`config.mk`:
```
export PLATFORM = sky130hd
export DESIGN_NAME = seq_detector_0011
export DESIGN_NICKNAME = d
export VERILOG_FILES = /design/src/rtl/seq_det_pkg.sv /design/src/rtl/seq_detector_0011.sv
export SDC_FILE = /design/constraint.sdc
export NUM_CORES = 1
export LEC_CHECK = 0
export BUFFER_PORTS_ARGS = -buffer_cell sky130_fd_sc_hd__buf_2
export CAP_MARGIN = 20
export CORE_AREA = 5 5 42 44
export CTS_CLUSTER_DIAMETER = 40
export DETAILED_ROUTE_END_ITERATION = 7
export DIE_AREA = 0 0 47 49
export MAX_ROUTING_LAYER = met4
export PLACE_DENSITY = 0.3
export SYNTH_ARGS = -nofsm -noshare
export SYNTH_HDL_FRONTEND = slang
export SYNTH_SLANG_ARGS = --single-unit
```
`constraint.sdc`:
```
create_clock -name clk -period 2.14 [get_ports clk]
set_clock_uncertainty 0.1 [all_clocks]
set_input_delay 0.321 -clock clk [delete_from_list [all_inputs] [get_ports clk]]
set_output_delay 0.321 -clock clk [all_outputs]
set_load 0.03 [all_outputs]
```
`src/rtl/seq_det_pkg.sv`:
```
// Shared types and constants for the 0011 serial pattern detector.
package seq_det_pkg;

    // Each state names the longest prefix of the pattern matched so far.
    typedef enum logic [2:0] {
        IDLE  = 3'd0,
        S0    = 3'd1,
        S00   = 3'd2,
        S001  = 3'd3,
        S0011 = 3'd4
    } seq_state_t;

    // The fixed marker, oldest bit in the MSB, for documentation and benches.
    localparam logic [3:0] PATTERN = 4'b0011;

endpackage

```
`src/rtl/seq_detector_0011.sv`:
```
// Moore FSM that flags a completed 0,0,1,1 on a one-bit-per-clock serial stream.
// The flag is decoded from the state register only, so data_in never reaches
// detected combinationally.
module seq_detector_0011
    import seq_det_pkg::*;
(
    input  logic clk,
    input  logic reset,
    input  logic data_in,
    output logic detected
);

    seq_state_t state;
    seq_state_t next_state;

    // State register; reset drops any partial match immediately.
    always_ff @(posedge clk or posedge reset) begin
        if (reset) begin
            state <= IDLE;
        end else begin
            state <= next_state;
        end
    end

    // Next-state and output decode; unused encodings fall back to IDLE.
    always_comb begin
        next_state = IDLE;
        detected   = 1'b0;
        unique case (state)
            IDLE: begin
                next_state = data_in ? IDLE : S0;
            end
            S0: begin
                next_state = data_in ? IDLE : S00;
            end
            S00: begin
                next_state = data_in ? S001 : S00;
            end
            S001: begin
                next_state = data_in ? S0011 : S0;
            end
            S0011: begin
                detected   = 1'b1;
                next_state = data_in ? IDLE : S0;
            end
            default: begin
                next_state = IDLE;
            end
        endcase
    end

endmodule

```
Word level (Yosys, flattened, before mapping)

Cells that the tools add are included.

Reductions and logical operators: 2
Muxes and demuxes: 6
Eq/ne operators: 4

Operators with widths:

| kind               | count |
|---|---|
| $pmux 3 s4         | 1 |
| $eq 3x2->1 const B | 2 |
| $eq 3x1->1 const B | 1 |
| $eq 3x3->1 const B | 1 |
| $logic_not 3->1    | 1 |
| $mux 1             | 3 |
| $mux 3             | 1 |
| $mux 2             | 1 |
| $reduce_or 2->1    | 1 |

Register bits: 3
Logic and storage cells: 13
Output and inout bits: 1

Logic depth before layout (Yosys ltp)

Gate-level depths: netlist of the first run.

Depth after elaboration: 3
Depth in mapped cells: 2
Gate-level depth less buffers: 2

Worst setup path before layout of the first run

Ideal clock, no wire load.

Path type: reg-to-output
Start: register state[0]
End: output detected
Arrival: 1.149 ns
Buffers on the path: 0
Cell stages (with the launch flop): 2
Setup slack: 0.570 ns
Required time: 1.719 ns
Path through: dfrtp_1 > nor3b_1

Longest elaborated chain between the ends: 2

Ends and longest elaborated chain:

| item                   | line                    | RTL |
|---|---|---|
| start, declared        | seq_detector_0011.sv:13 | `seq_state_t state;` |
| start signal, assigned | seq_detector_0011.sv:21 | `state <= next_state;` |
| $eq 3x3->1             | seq_detector_0011.sv:29 | `unique case (state)` |
| $mux 1                 | seq_detector_0011.sv:29 |  |
| end, declared          | seq_detector_0011.sv:10 | `output logic detected` |

Every way passes these cells.

Final worst setup path of the first run

Same ends and word-level chain as after synthesis.

==> metrics.md, run 1 <==
| Metric | Value |
|---|---|
| Placer Congestion | `0.659` |
| Root Buffer | `clkbuf_4` |
| Most flop-heavy register | `state` |
| Sequential-to-total area share from yosys stat | `0.508` |
| DR vias | `118` |
| Die Area | `2300 um2` |
| Capturing point of the worst reg2reg path | `state[0]` |
| FF-to-FF path depth | `2` |
| PwrDens | `1190 nW/um2` |
| Post-Synthesis Cells | `14` |
| P&R area growth vs syn | `48.3%` |
| Post-DR wirelength/cell | `7.82 um` |
| Initial DRC Count | `0` |
| Critical path launch point type | `flip-flop` |
| Mapped Area | `148 um2` |
| Die Y | `49 um` |
| Initial Util | `0.105` |
| Initial antenna violation count | `0` |
| Syn Nets | `17` |
| CP Capture Type | `output port` |
| Total Wirelength | `297 um` |
| Post-synthesis adder-cell area fraction | `0` |
| H-tree levels | `1` |
| # DRC | `0` |
| Antenna Cells | `0` |
| Slew @ Worst Pin | `0.187 ns` |
| Final slew viol count | `0` |
| Synth Area in Compound Gates | `0.0932` |
| Final non-filler cell area | `219 um2` |
| CP required | `1.72 ns` |
| Flip-flop count of the largest register after layout | `3` |
| Clock latency on the worst-skew pair | `0.23 ns` |
| Metal2 WL | `139 um` |
| HP Class | `in -> reg` |
| Max-Cap Viols | `0` |
| Post-route ant nets | `0` |
| CP startpoint | `state[0]` |
| Fin crit period | `1.48 ns` |
| Uppermost layer routed | `met3` |
| Top Ports | `4` |
| Met3 routed WL | `22 um` |
| Most frequent cells in the layout | `clkbuf_4, buf_2, dfrtp_1` |
| Synth unique cells | `12` |
| Share of cells above drive strength 1 | `0.409` |
| Registers with the most flip-flops | `state: 3 flops` |
| Total gr overflow | `0` |
| Setup WS post-layout | `0.660 ns` |
| Synth Area in Simple Gates | `0.314` |
| Largest net degree at the start of global routing | `7` |
| Leak | `0.0968 nW` |
| XOR/XNOR Fraction of Synth Area | `0.0593` |
| Setup TNS | `0 ns` |
| Clock transition at path regs | `0.03 ns` |
| Nets@finish | `26` |
| Critical Path Fanout Max | `6` |
| Die W | `47 um` |
| Clock tree sinks | `3` |
| Synth Register Bits | `3` |
| Unrepaired setup endpoints after global routing | `false` |
| Critical path endpoint | `detected` |
| Place WS | `0.891 ns` |
| Warnings, synthesis | `0` |
| Vias in the first global route | `120` |
| CP Data Arrival Time | `1.06 ns` |
| Mux cell area share after synthesis | `0` |
| Max Freq | `0.676 GHz` |
| Maximum VDD drop | `0.163 mV` |
| R2r startpoint | `state[0]` |
| Final period util | `0.692` |
| Largest family of logic cells by synthesized area | `simple AND/OR/NAND/NOR gates` |
| Average size of a mapped cell | `10.5 um2` |
| R2r setup slk | `1.00 ns` |
| First-pass GRT wire length | `427 um` |
| Worst Hold Slack | `0.250 ns` |
| Crit Path Class | `reg -> out` |
| Row cnt | `14` |
| CTS Buf Count | `3` |
| GR Util All Layers | `0.0340` |
| CTS tree | `built` |
| Util after Layout | `0.156` |
| Metal-1 WL | `135 um` |
| Max-slew headroom | `0.876` |
| First-pass DRT Iterations | `1` |
| Status | `finished clean` |
| Final setup viols | `0` |
| Via density | `3.11` |
| Core ar. | `1400 um2` |
| Port Buffers | `3` |
| Post-DP Area | `183 um2` |
| CTS Buffer Depth | `2` |
| Hold Fails Final Rpt | `0` |
-- per-layer routing --
metal | vias to the layer above | track usage
li1 | 61 | -
met1 | 54 | 0.0287
met2 | 3 | 0.0271
met3 | 0 | 0.0148
met4 | 0 | 0.0829
met5 | - | -
-- cells in the mapped netlist (all sizes together) --
master,count,share of area
dfrtp,3,0.51
a21oi,1,0.059
inv,1,0.025
nand2,1,0.025
nand2b,1,0.042
nor2,1,0.025
nor3b,1,0.051
o21ai,1,0.034
or2b,1,0.059
or3,1,0.051
or3b,1,0.059
xnor2,1,0.059
-- worst min path at each step --
stage                       start       end  slack, ns  cells past startpoint
after floorplan             reset  state[0]      -0.03                      1
after detailed placement    reset  state[2]       0.09                      2
final                     data_in  state[2]       0.25                      3
after CTS                 data_in  state[2]       0.24                      3
after global placement      reset  state[1]       0.08                      2
after global routing      data_in  state[2]       0.25                      3
-- worst max-delay path, stage by stage, from the launching register on --
cell,delay (ns)
dfrtp_1,0.43
nor3b_1,0.18
buf_2,0.22
-- cells by family after synthesis --
group | count (synthesis)
flops | 3
compound gates | 2
buf+inv | 1
simple gates | 7
xor+xnor | 1
-- timing repair --
action | in CTS | in global routing
resized for setup | 0 | 0
setup buffers | 0 | 0
hold buffers | 1 | 0
endpoints found under the hold margin | 3 | 0
-- power breakdown --
group | internal (mW) | switching, mW | leakage (nW)
Sequential | 0.0764 | 0.0245 | 0.0391
Combinational | 0.0369 | 0.0241 | 0.0427
Clock | 0.0698 | 0.0283 | 0.0150
Total | 0.183 | 0.0768 | 0.0968
-- final cells by class --
| type | count | area [um2] |
|---|---|---|
| fill | 163 | 1180 |
| inverter | 1 | 3.75 |
| tap | 16 | 20.0 |
| clock buffer | 4 | 26.3 |
| multi-input combinational | 10 | 68.8 |
| sequential | 3 | 75.1 |
| timing repair buffer | 4 | 25.0 |
-- through the flow --
stage	power, mW	std cells
floorplan	0.147	14
global placement	0.165	33
detailed placement	0.161	33
CTS	0.265	38
global route	0.280	38
finish	0.260	38
Note: power is estimated with default switching activity, not from simulation.
==> run 2: changes to the inputs <==
--- a/config.mk
+++ b/config.mk
@@ -12,7 +12,7 @@
 export DETAILED_ROUTE_END_ITERATION = 7
 export DIE_AREA = 0 0 47 49
 export MAX_ROUTING_LAYER = met4
-export PLACE_DENSITY = 0.3
+export PLACE_DENSITY = 0.31
 export SYNTH_ARGS = -nofsm -noshare
 export SYNTH_HDL_FRONTEND = slang
 export SYNTH_SLANG_ARGS = --single-unit
==> constraint.sdc (replaced) <==
create_clock -name clk -period 1.31 [get_ports clk]
set_clock_uncertainty 0.1 [all_clocks]
set_input_delay 0.1965 -clock clk [delete_from_list [all_inputs] [get_ports clk]]
set_output_delay 0.1965 -clock clk [all_outputs]
set_load 0.03 [all_outputs]
==> metrics.md, run 2 (same netlist as run 1, synthesis figures left out) <==
| Metric | Value |
|---|---|
| Total gr overflow | `0` |
| Flip-flop count of the largest register after layout | `3` |
| Worst Hold Depth | `3` |
| Largest net degree at the start of global routing | `6` |
| Critical path endpoint | `detected` |
| Total Wirelength | `360 um` |
| GR Util All Layers | `0.0484` |
| CP Data Arrival Time | `0.99 ns` |
| Final non-filler cell area | `243 um2` |
| CP startpoint | `state[0]` |
| DP Cell Count | `33` |
| CP required | `1.01 ns` |
| Post-route ant nets | `0` |
| Max-slew headroom | `0.899` |
| Capturing point of the worst reg2reg path | `state[0]` |
| Slew @ Worst Pin | `0.151 ns` |
| Share of cells above drive strength 1 | `0.542` |
| CTS tree | `built` |
| Die Area | `2300 um2` |
| Vias in the first global route | `144` |
| Hold Fails Final Rpt | `0` |
| Final setup viols | `0` |
| # DRC | `0` |
| DR vias | `130` |
| Antenna Cells | `0` |
| FF-to-FF path depth | `3` |
| Initial antenna violation count | `0` |
| Initial Util | `0.105` |
| Fin cells | `40` |
| Status | `finished clean` |
| Top Ports | `4` |
| Root Buffer | `clkbuf_4` |
| CTS Buffer Depth | `2` |
| H-tree levels | `1` |
| Worst-path cell chain | `nor3b_2, buf_4` |
| Clock tree sinks | `3` |
| CTS Buf Count | `3` |
| HP Class | `in -> reg` |
| Clock latency on the worst-skew pair | `0.23 ns` |
| First-pass DRT Iterations | `2` |
| Max-Cap Viols | `0` |
| Unrepaired setup endpoints after global routing | `true` |
| Final period util | `0.979` |
| Post-DR wirelength/cell | `9.00 um` |
| Clock transition at path regs | `0.03 ns` |
| Critical path launch point type | `flip-flop` |
| Crit Path Class | `reg -> out` |
| PwrDens | `1980 nW/um2` |
| Placer Congestion | `0.718` |
| R2r setup slk | `0.03 ns` |
| CP peak stage delay | `0.41 ns` |
| Max Freq | `0.780 GHz` |
| Power, Total | `0.481 mW` |
| Fin crit period | `1.28 ns` |
| Core ar. | `1400 um2` |
| Registers with the most flip-flops | `state: 3 flops` |
| Critical Path Fanout Max | `2` |
| Row cnt | `14` |
| Port Buffers | `3` |
| Leak | `0.108 nW` |
| Maximum VDD drop | `0.486 mV` |
| Initial DRC Count | `1` |
| Nets@finish | `28` |
| Die Y | `49 um` |
| First-pass GRT wire length | `634 um` |
| CP Capture Type | `output port` |
| Die W | `47 um` |
| R2r startpoint | `state[0]` |
| Post-DP Area | `188 um2` |
| Final slew viol count | `0` |
| P&R area growth vs syn | `64.4%` |
| Max stage delay cell, worst path | `dfrtp_2` |
| Most flop-heavy register | `state` |
| Most frequent cells in the layout | `clkbuf_4, buf_4, buf_2, dfrtp_1` |
| Via density | `3.25` |
run 2: cell types whose count changed in the layout (fill, tap and decap cells not counted), sizes merged:
cell  previous run  this run
buf              3         5
run 2: metal layers:
metal / GRT usage / routed length [um] / vias to the layer above
met5: - / 0 / -
met4: 0.0829 / 36 / 0
met3: 0.0221 / 11 / 4
met2: 0.0633 / 185 / 5
met1: 0.0330 / 127 / 56
li1: - / - / 65
run 2: per-stage QoR:
| step | utilization | setup slack (ns) | hold WS (ns) | TNS [ns] |
|---|---|---|---|---|
| after floorplan | - | 0.153 | -0.150 | 0 |
| after global placement | 0.134 | 0.153 | -0.0315 | 0 |
| after detailed placement | 0.134 | 0.151 | -0.0351 | 0 |
| after CTS | 0.168 | 0.00481 | 0.118 | 0 |
| after global routing | 0.173 | -0.0180 | 0.116 | -0.0180 |
| final | 0.173 | 0.0277 | 0.122 | 0 |
run 2: timing repair:
action                                 CTS  global route
gates resized for setup                  2             0
buffers inserted                         1             1
pin swaps                                1             0
setup endpoints to repair                1             1
hold buffers                             1             0
endpoints found under the hold margin    3             0
run 2: cell type report:
type	instances	area, um2
tap	16	20.0
timing repair buffer	6	42.5
inverter	1	3.75
fill	157	1160
sequential	3	76.3
clock buffer	4	26.3
multi-input combinational	10	73.8
run 2: worst min-delay path by stage:
stage / from / endpoint / slack [ns]
finish: data_in / state[2] / 0.12
global route: data_in / state[2] / 0.12
detailed placement: reset / state[2] / -0.04
CTS: data_in / state[2] / 0.12
global placement: reset / state[0] / -0.03
floorplan: reset / state[0] / -0.15
run 2: critical path: cells and delay by family, from the launching register on:
kind,cells,cell delay (ns)
DFF,1,0.41
buffers and inverters,1,0.18
and+or+nand+nor,1,0.17
run 2: power breakdown:
part | switching [mW] | total, mW | internal (mW)
Clock | 0.0468 | 0.161 | 0.114
Combinational | 0.0656 | 0.161 | 0.0949
Sequential | 0.0319 | 0.160 | 0.128
